**src/rtl/rle_enc_str.sv**
```systemverilog
// Run-length encoder with valid/ready on both streams and an FD-word output FIFO.
// Optional statistics counters are enabled by defining RLE_STAT_EN.
module rle_enc_str #(
  parameter int DW = 32,
  parameter int KW = DW / 8,
  parameter int FD = 4
) (
  input  logic          clk,
  input  logic          rst,
`ifdef RLE_STAT_EN
  input  logic          clr_stat,
  output logic [31:0]   stat_in,
  output logic [31:0]   stat_out,
`endif
  input  logic          enable,
  input  logic          flush,
  input  logic [KW-1:0] disabledGroups,
  input  logic [DW-1:0] sti_data,
  input  logic          sti_valid,
  output logic          sti_ready,
  output logic [DW-1:0] sto_data,
  output logic          sto_valid,
  input  logic          sto_ready
);

  localparam int AW = (FD > 1) ? $clog2(FD) : 1;
  localparam int CW = $clog2(FD + 1);
  localparam logic [DW-2:0] RMAX = '1;

  typedef enum logic [0:0] {IDLE, RUN} state_t;

  state_t        r_state;
  logic [DW-1:0] r_val;
  logic [DW-2:0] r_run;
  logic          r_flushPend;
  logic [DW-1:0] r_mem [FD];
  logic [AW-1:0] r_wr;
  logic [AW-1:0] r_rd;
  logic [CW-1:0] r_cnt;

  state_t        w_st;
  state_t        w_nState;
  logic [DW-1:0] w_nVal;
  logic [DW-2:0] w_nRun;
  logic          w_nPend;
  logic [DW-1:0] w_m;
  logic [DW-1:0] w_mRle;
  logic [DW-2:0] w_runInc;
  logic          w_accept;
  logic          w_pop;
  logic          w_hasRoom;
  logic          w_pushCnt;
  logic [DW-1:0] w_cntWord;
  logic          w_pushVal;
  logic [DW-1:0] w_valWord;
  logic [AW-1:0] w_valIdx;

  always_comb begin
    w_m = sti_data;
    for (int g = 0; g < KW; g++) begin
      if (disabledGroups[g]) w_m[g*8 +: 8] = 8'h00;
    end
  end

  assign w_mRle    = {1'b0, w_m[DW-2:0]};
  assign w_runInc  = r_run + (DW-1)'(1);
  assign sti_ready = ~rst & (r_cnt <= CW'(FD - 2));
  assign w_accept  = sti_valid & sti_ready;
  assign sto_valid = (r_cnt != '0);
  assign sto_data  = r_mem[r_rd];
  assign w_pop     = sto_valid & sto_ready;
  assign w_hasRoom = (r_cnt < CW'(FD));
  assign w_valIdx  = r_wr + AW'(w_pushCnt);

  // At most one count word and one value word per cycle, count always first.
  // A held or implicit flush closes the old run before this cycle's sample.
  always_comb begin
    w_st      = r_state;
    w_nState  = r_state;
    w_nVal    = r_val;
    w_nRun    = r_run;
    w_nPend   = r_flushPend;
    w_pushCnt = 1'b0;
    w_cntWord = {1'b1, r_run};
    w_pushVal = 1'b0;
    w_valWord = w_mRle;

    if (r_flushPend || (r_state == RUN && !enable)) begin
      if (r_state == RUN && r_run != '0) begin
        if (w_hasRoom) begin
          w_pushCnt = 1'b1;
          w_st      = IDLE;
          w_nRun    = '0;
          w_nPend   = 1'b0;
        end else begin
          w_nPend = 1'b1;
        end
      end else begin
        w_st    = IDLE;
        w_nPend = 1'b0;
      end
    end

    if (w_accept) begin
      if (!enable) begin
        w_pushVal = 1'b1;
        w_valWord = w_m;
        w_nState  = IDLE;
      end else if (w_st == IDLE || w_mRle != r_val) begin
        if (w_st == RUN && r_run != '0) w_pushCnt = 1'b1;
        w_pushVal = 1'b1;
        w_nVal    = w_mRle;
        w_nRun    = '0;
        w_nState  = flush ? IDLE : RUN;
      end else if (r_run == RMAX) begin
        w_pushCnt = 1'b1;
        w_pushVal = 1'b1;
        w_nRun    = '0;
        w_nState  = flush ? IDLE : RUN;
      end else if (flush) begin
        w_pushCnt = 1'b1;
        w_cntWord = {1'b1, w_runInc};
        w_nRun    = '0;
        w_nState  = IDLE;
      end else begin
        w_nRun   = w_runInc;
        w_nState = RUN;
      end
    end else if (flush) begin
      if (w_st == RUN && r_run != '0) begin
        if (w_hasRoom) begin
          w_pushCnt = 1'b1;
          w_nRun    = '0;
          w_nState  = IDLE;
        end else begin
          w_nPend  = 1'b1;
          w_nState = w_st;
        end
      end else begin
        w_nRun   = '0;
        w_nState = IDLE;
      end
    end else begin
      w_nState = w_st;
    end
  end

  always_ff @(posedge clk) begin
    if (rst) begin
      r_state     <= IDLE;
      r_val       <= '0;
      r_run       <= '0;
      r_flushPend <= 1'b0;
      r_wr        <= '0;
      r_rd        <= '0;
      r_cnt       <= '0;
      for (int i = 0; i < FD; i++) r_mem[i] <= '0;
    end else begin
      r_state     <= w_nState;
      r_val       <= w_nVal;
      r_run       <= w_nRun;
      r_flushPend <= w_nPend;
      if (w_pushCnt) r_mem[r_wr] <= w_cntWord;
      if (w_pushVal) r_mem[w_valIdx] <= w_valWord;
      r_wr  <= r_wr + AW'(w_pushCnt) + AW'(w_pushVal);
      r_rd  <= r_rd + AW'(w_pop);
      r_cnt <= r_cnt + CW'(w_pushCnt) + CW'(w_pushVal) - CW'(w_pop);
    end
  end

`ifdef RLE_STAT_EN
  logic [31:0] r_statIn;
  logic [31:0] r_statOut;

  // A transfer coinciding with clr_stat restarts the count at one.
  always_ff @(posedge clk) begin
    if (rst) begin
      r_statIn  <= '0;
      r_statOut <= '0;
    end else if (clr_stat) begin
      r_statIn  <= 32'(w_accept);
      r_statOut <= 32'(w_pop);
    end else begin
      r_statIn  <= r_statIn + 32'(w_accept);
      r_statOut <= r_statOut + 32'(w_pop);
    end
  end

  assign stat_in  = r_statIn;
  assign stat_out = r_statOut;
`endif

endmodule

```
**config.mk**
```make
export PLATFORM = sky130hd
export DESIGN_NAME = rle_enc_str
export DESIGN_NICKNAME = d
export VERILOG_FILES = /design/src/rtl/rle_enc_str.sv
export SDC_FILE = /design/constraint.sdc
export NUM_CORES = 1
export LEC_CHECK = 0
export CORE_UTILIZATION = 40
export CTS_CLUSTER_DIAMETER = 100
export CTS_CLUSTER_SIZE = 10
export DETAILED_ROUTE_END_ITERATION = 8
export GPL_TIMING_DRIVEN = 0
export SETUP_SLACK_MARGIN = 0.15
export SYNTH_ARGS = -nofsm -noshare
export SYNTH_HDL_FRONTEND = slang
export SYNTH_SLANG_ARGS = --single-unit
```
**constraint.sdc**
```tcl
create_clock -name clk -period 6.85 [get_ports clk]
set_clock_uncertainty 0.2 [all_clocks]
set_input_delay 0.685 -clock clk [delete_from_list [all_inputs] [get_ports clk]]
set_output_delay 0.685 -clock clk [all_outputs]
set_load 0.005 [all_outputs]
```
Word level (Yosys, flattened, before mapping) --
Memory sizes are Yosys's and may differ from the RTL's. A register that Yosys moved wholly into a read port is not among the register bits. Cells that the tools add are included.
Cells by class: $add $sub $neg 7, magnitude comparators 2, equality and inequality tests 2, muxes and demuxes 69, bitwise gates (word level) 5, reductions and logical operators 11
Operator list (count):
- $mux W31 | 16
- $mux W32 | 4
- $reduce_or A32 Y1 | 2
- $mux W1 | 42
- $mux W8 | 4
- $add A31 B1 Y31 const B | 1
- $eq A31 B31 Y1 const B | 1
- $ne A31 B31 Y1 | 1
- $reduce_bool A31 Y1 | 1
- $add A2 B1 Y2 | 3
- $add A3 B1 Y3 | 2
- $mux W2 | 3
- $and A1 B1 Y1 | 3
- $le A3 B2 Y1 const B | 1
- $logic_and A1 B1 Y1 | 3
- $lt A3 B3 Y1 const B | 1
- $reduce_and A3 Y1 | 1
- $reduce_bool A3 Y1 | 1
- $sub A3 B1 Y3 | 1
- $logic_or A1 B1 Y1 | 2
- $not A1 Y1 | 2
- $logic_not A1 Y1 | 1
Word-level totals: bits in registers 71, RAM bits 128, bits of input ports 42, output and inout bits 34, memories 1
Memories:
- r_mem | words 4, width 32, rd ports 1, clocked after Yosys merged registers in 1, wr ports 4, RTL line 36 | logic [DW-1:0] r_mem [FD];

Logic depth before layout (Yosys ltp) --
depth in word-level cells 14, depth in mapped cells 17, depth with buffers taken out 16

Worst setup path after synthesis --
Ideal clock, no wire load.
path type in2reg, start input sti_data[1], end memory r_mem[1][0] (enable), arrival 6.052 ns, data required time 6.117 ns, setup slack 0.064 ns, cell stages on the path 10, cell sequence and4bb_1 a31oi_1 o21ai_0 nand4_1 or3_1 buf_2 o31ai_4 o211a_1 inv_1 o311ai_0
RTL lines:
- start, declared | RTL line 18 | input logic [DW-1:0] sti_data,
- end, declared | RTL line 36

==> reports/results.tsv <==
metric	value	unit
pwr dens	250	nW/um^2
Final HPWL DP	24.0	mm
starting density of the core	41.0	%
number of synthesized flops with an enable pin	128	
crit start category	input port	
outcome	finished, violations left	
switch share	28.8	%
antenna-violating nets left	0	
y dimension of the die	166	um
Final Worst Setup Slack	696	ps
die area	27500	um^2
die width	166	um
Clock transition at path regs	80	ps
cell row count	59	
commonest non-fill, non-tap cell in the layout	edfxtp_1	
TritonCTS Buffers	17	
Synthesis Warnings	0	
All-Layer GR Usage	23.9	%
RSZ-0062 raised after global routing	no	
vias in the first global route	8253	
cell taking the most area after synthesis	edfxtp_1	
via count	8780	
Post-Syn Instances	1001	
Max transition margin	25.3	%
Final setup viols	0	
Logic pwr share	23.1	%
kind of critical path	in -> reg	
I/O pin total	76	
Syn Nets	1053	
worst min path class	reg -> reg	
Pins Over Slew Limit	0	
Area Growth Syn to Fin	18.3	%
DR iter-0 viols	892	
failing checks	DRC	
Crit Reg-Reg Startpoint	r_run[1]	
share of cells above drive strength 1	15.9	%
# nets final	1160	
Int Power	2.26	mW
Wirelength per Cell	22.5	um
CTS tree	done	
Sw Pwr	917	uW
Vias per Instance	6.03	
routed wire length	32.7	mm
Worst Setup EP	r_mem[2][17]	
largest net degree at the start of global routing	22	
Reg2Reg Depth	16	
Synth Register Bits	199	
Seq/Total Area, Yosys	49.0	%
first-pass GRT wire length	49.5	mm
Worst R2R Setup Slack	1110	ps
fill cell count	2359	
period utilization	89.8	%
CP Capture Type	flip-flop	
antenna violations before repair	0	
Core ar.	26200	um^2
drc violations	6	
Achievable Freq	162	MHz
hold buffers post-CTS	0	
Async SR Flop Fraction	0	%
Post-synth top flop	edfxtp_1	
Worst Tran Pin Value	1120	ps
critical path fanouts, max	10	
Clk pwr share	33.3	%
crit path launch	disabledGroups[3]	
highest-count cells in the layout ignoring fill and taps	edfxtp_1, o22ai_1, nand2_1, clkdlybuf4s50_1, dfxtp_1	
Synth top area share	35.8	%
Netlist cell types	61	
Clock Tree Buf Depth	2	
Worst Path Arrival	6170	ps
Final Total Pwr	3.18	mW
Crit Reg-Reg Endpoint	r_mem[2][17]	
syn_area_per_cell	10.7	um^2
minimum clock period	6150	ps
CTS Root Cell	clkbuf_16	
total grt overflow	0	
Port Buffer Count	74	
Max IR drop VDD	0.000175	V
CTS resizes	0	
Clock Sinks	199	
Layout Utilization	48.6	%
pre-CTS setup slack	331	ps
setup TNS	0	ps
synth top area cells	edfxtp_1, dfxtp_1, mux4_2	
antenna cells	0	
sequential power share	43.6	%
First-pass DRT Iterations	7	
CTS H-tree lvls	4	
worst endpoint required time	6870	ps
Post-CTS Setup Inserts	0	
clk_lat worst skew	450	ps
Netlist Area Pre-Place	10800	um^2
Max Cap Viol	0	
Final Hold Fails	0	
final RePlAce weighted congestion	0.929	
leak pwr	4.07	nW
-- power by group through the flow --
| stage | combinational [mW] | clock [mW] | sequential (mW) |
|---|---|---|---|
| floorplan | 0.395 | 0 | 1.41 |
| global placement | 0.717 | 0 | 1.42 |
| detailed placement | 0.740 | 0 | 1.41 |
| CTS | 0.743 | 1.07 | 1.39 |
| global route | 0.787 | 1.12 | 1.40 |
| finish | 0.734 | 1.06 | 1.39 |
-- synthesized netlist by cell type (5+ instances only) --
| cell | instances |
|---|---|
| a21oi_1 | 57 |
| nor2_1 | 60 |
| ha_1 | 8 |
| o22ai_2 | 29 |
| a31oi_1 | 15 |
| nand3b_1 | 6 |
| buf_1 | 5 |
| a32oi_1 | 5 |
| nor4b_1 | 5 |
| inv_1 | 14 |
| nor2b_1 | 6 |
| nand2_1 | 87 |
| mux4_2 | 32 |
| dfxtp_1 | 71 |
| edfxtp_1 | 128 |
| o21ai_0 | 19 |
| xor2_1 | 38 |
| xnor2_1 | 14 |
| or2_2 | 27 |
| clkbuf_1 | 47 |
| nor4_1 | 9 |
| and4bb_1 | 6 |
| o32ai_1 | 20 |
| nand2b_1 | 33 |
| nor3_1 | 7 |
| and3_1 | 12 |
| o21ai_1 | 5 |
| buf_2 | 27 |
| o22ai_1 | 94 |
| and2_1 | 8 |
| nand3_1 | 33 |
| nand4_1 | 20 |
-- worst min-delay path by stage --
stage | end | cells past startpoint | startpoint | slack, ps
floorplan | r_val[2] | 2 | r_val[2] | 250
global placement | r_val[2] | 2 | r_val[2] | 260
detailed placement | r_val[2] | 2 | r_val[2] | 260
CTS | r_val[2] | 2 | r_val[2] | 280
global route | r_val[2] | 2 | r_val[2] | 300
finish | r_val[2] | 2 | r_val[2] | 270
-- critical path: stages --
cell             delay, ps
clkdlybuf4s50_1        600
buf_2                  260
nor2_1                  70
o32ai_1                390
nand3_1                250
nor3_1                 440
o211ai_1               290
o211a_1                340
ha_1                   210
xnor2_1                340
a311oi_1               140
nand2b_1               270
clkbuf_1               620
o211ai_1               550
buf_6                  300
buf_6                  140
buf_6                  140
buf_6                  140
-- area by class of cell --
cell class	instances	area, um^2	area share (%)
Buffer	84	380	2.99
Clock buffer	17	425	3.34
Clock inverter	15	200	1.57
Inverter	15	56.3	0.443
Multi-Input combinational cell	703	5070	39.8
Sequential cell	199	5270	41.4
Tap cell	335	419	3.29
Timing Repair Buffer	88	907	7.13
-- flip-flops by register name, indices dropped and copies added, names as in the netlist --
| register | cells |
|---|---|
| r_rd | 2 |
| r_cnt | 3 |
| r_wr | 2 |
| r_val | 31 |
| r_mem | 128 |
| r_state | 1 |
| r_flushPend | 1 |
| r_run | 31 |
-- metal layers --
layer	GRT usage [%]	vias to the layer above	wire, um
met3	4.31	51	2360
met4	9.63	0	1070
met5	0	-	0
li1	-	4074	-
met2	38.5	374	15300
met1	31.8	4281	14000
-- through the flow --
stage               cell area (um^2)  hold WS, ps  cells
floorplan                      10800          248   1001
global placement               11900          256   1410
detailed placement             12100          265   1424
CTS                            12700          275   1456
global route                   12700          300   1456
finish                         12700          273   1456
-- logic make-up after synthesis --
kind of cell               after synthesis  share of synthesized area, %
xor gates and xnor gates                52                          4.24
buffers and inverters                   99                          4.06
AOI/OAI and AO/OA                      270                          17.7
DFF                                    199                          49.0
adders and majority gates               10                          1.30
muxes                                   36                          7.08
and+or+nand+nor                        335                          16.7
(Power assumes the default switching activity.)
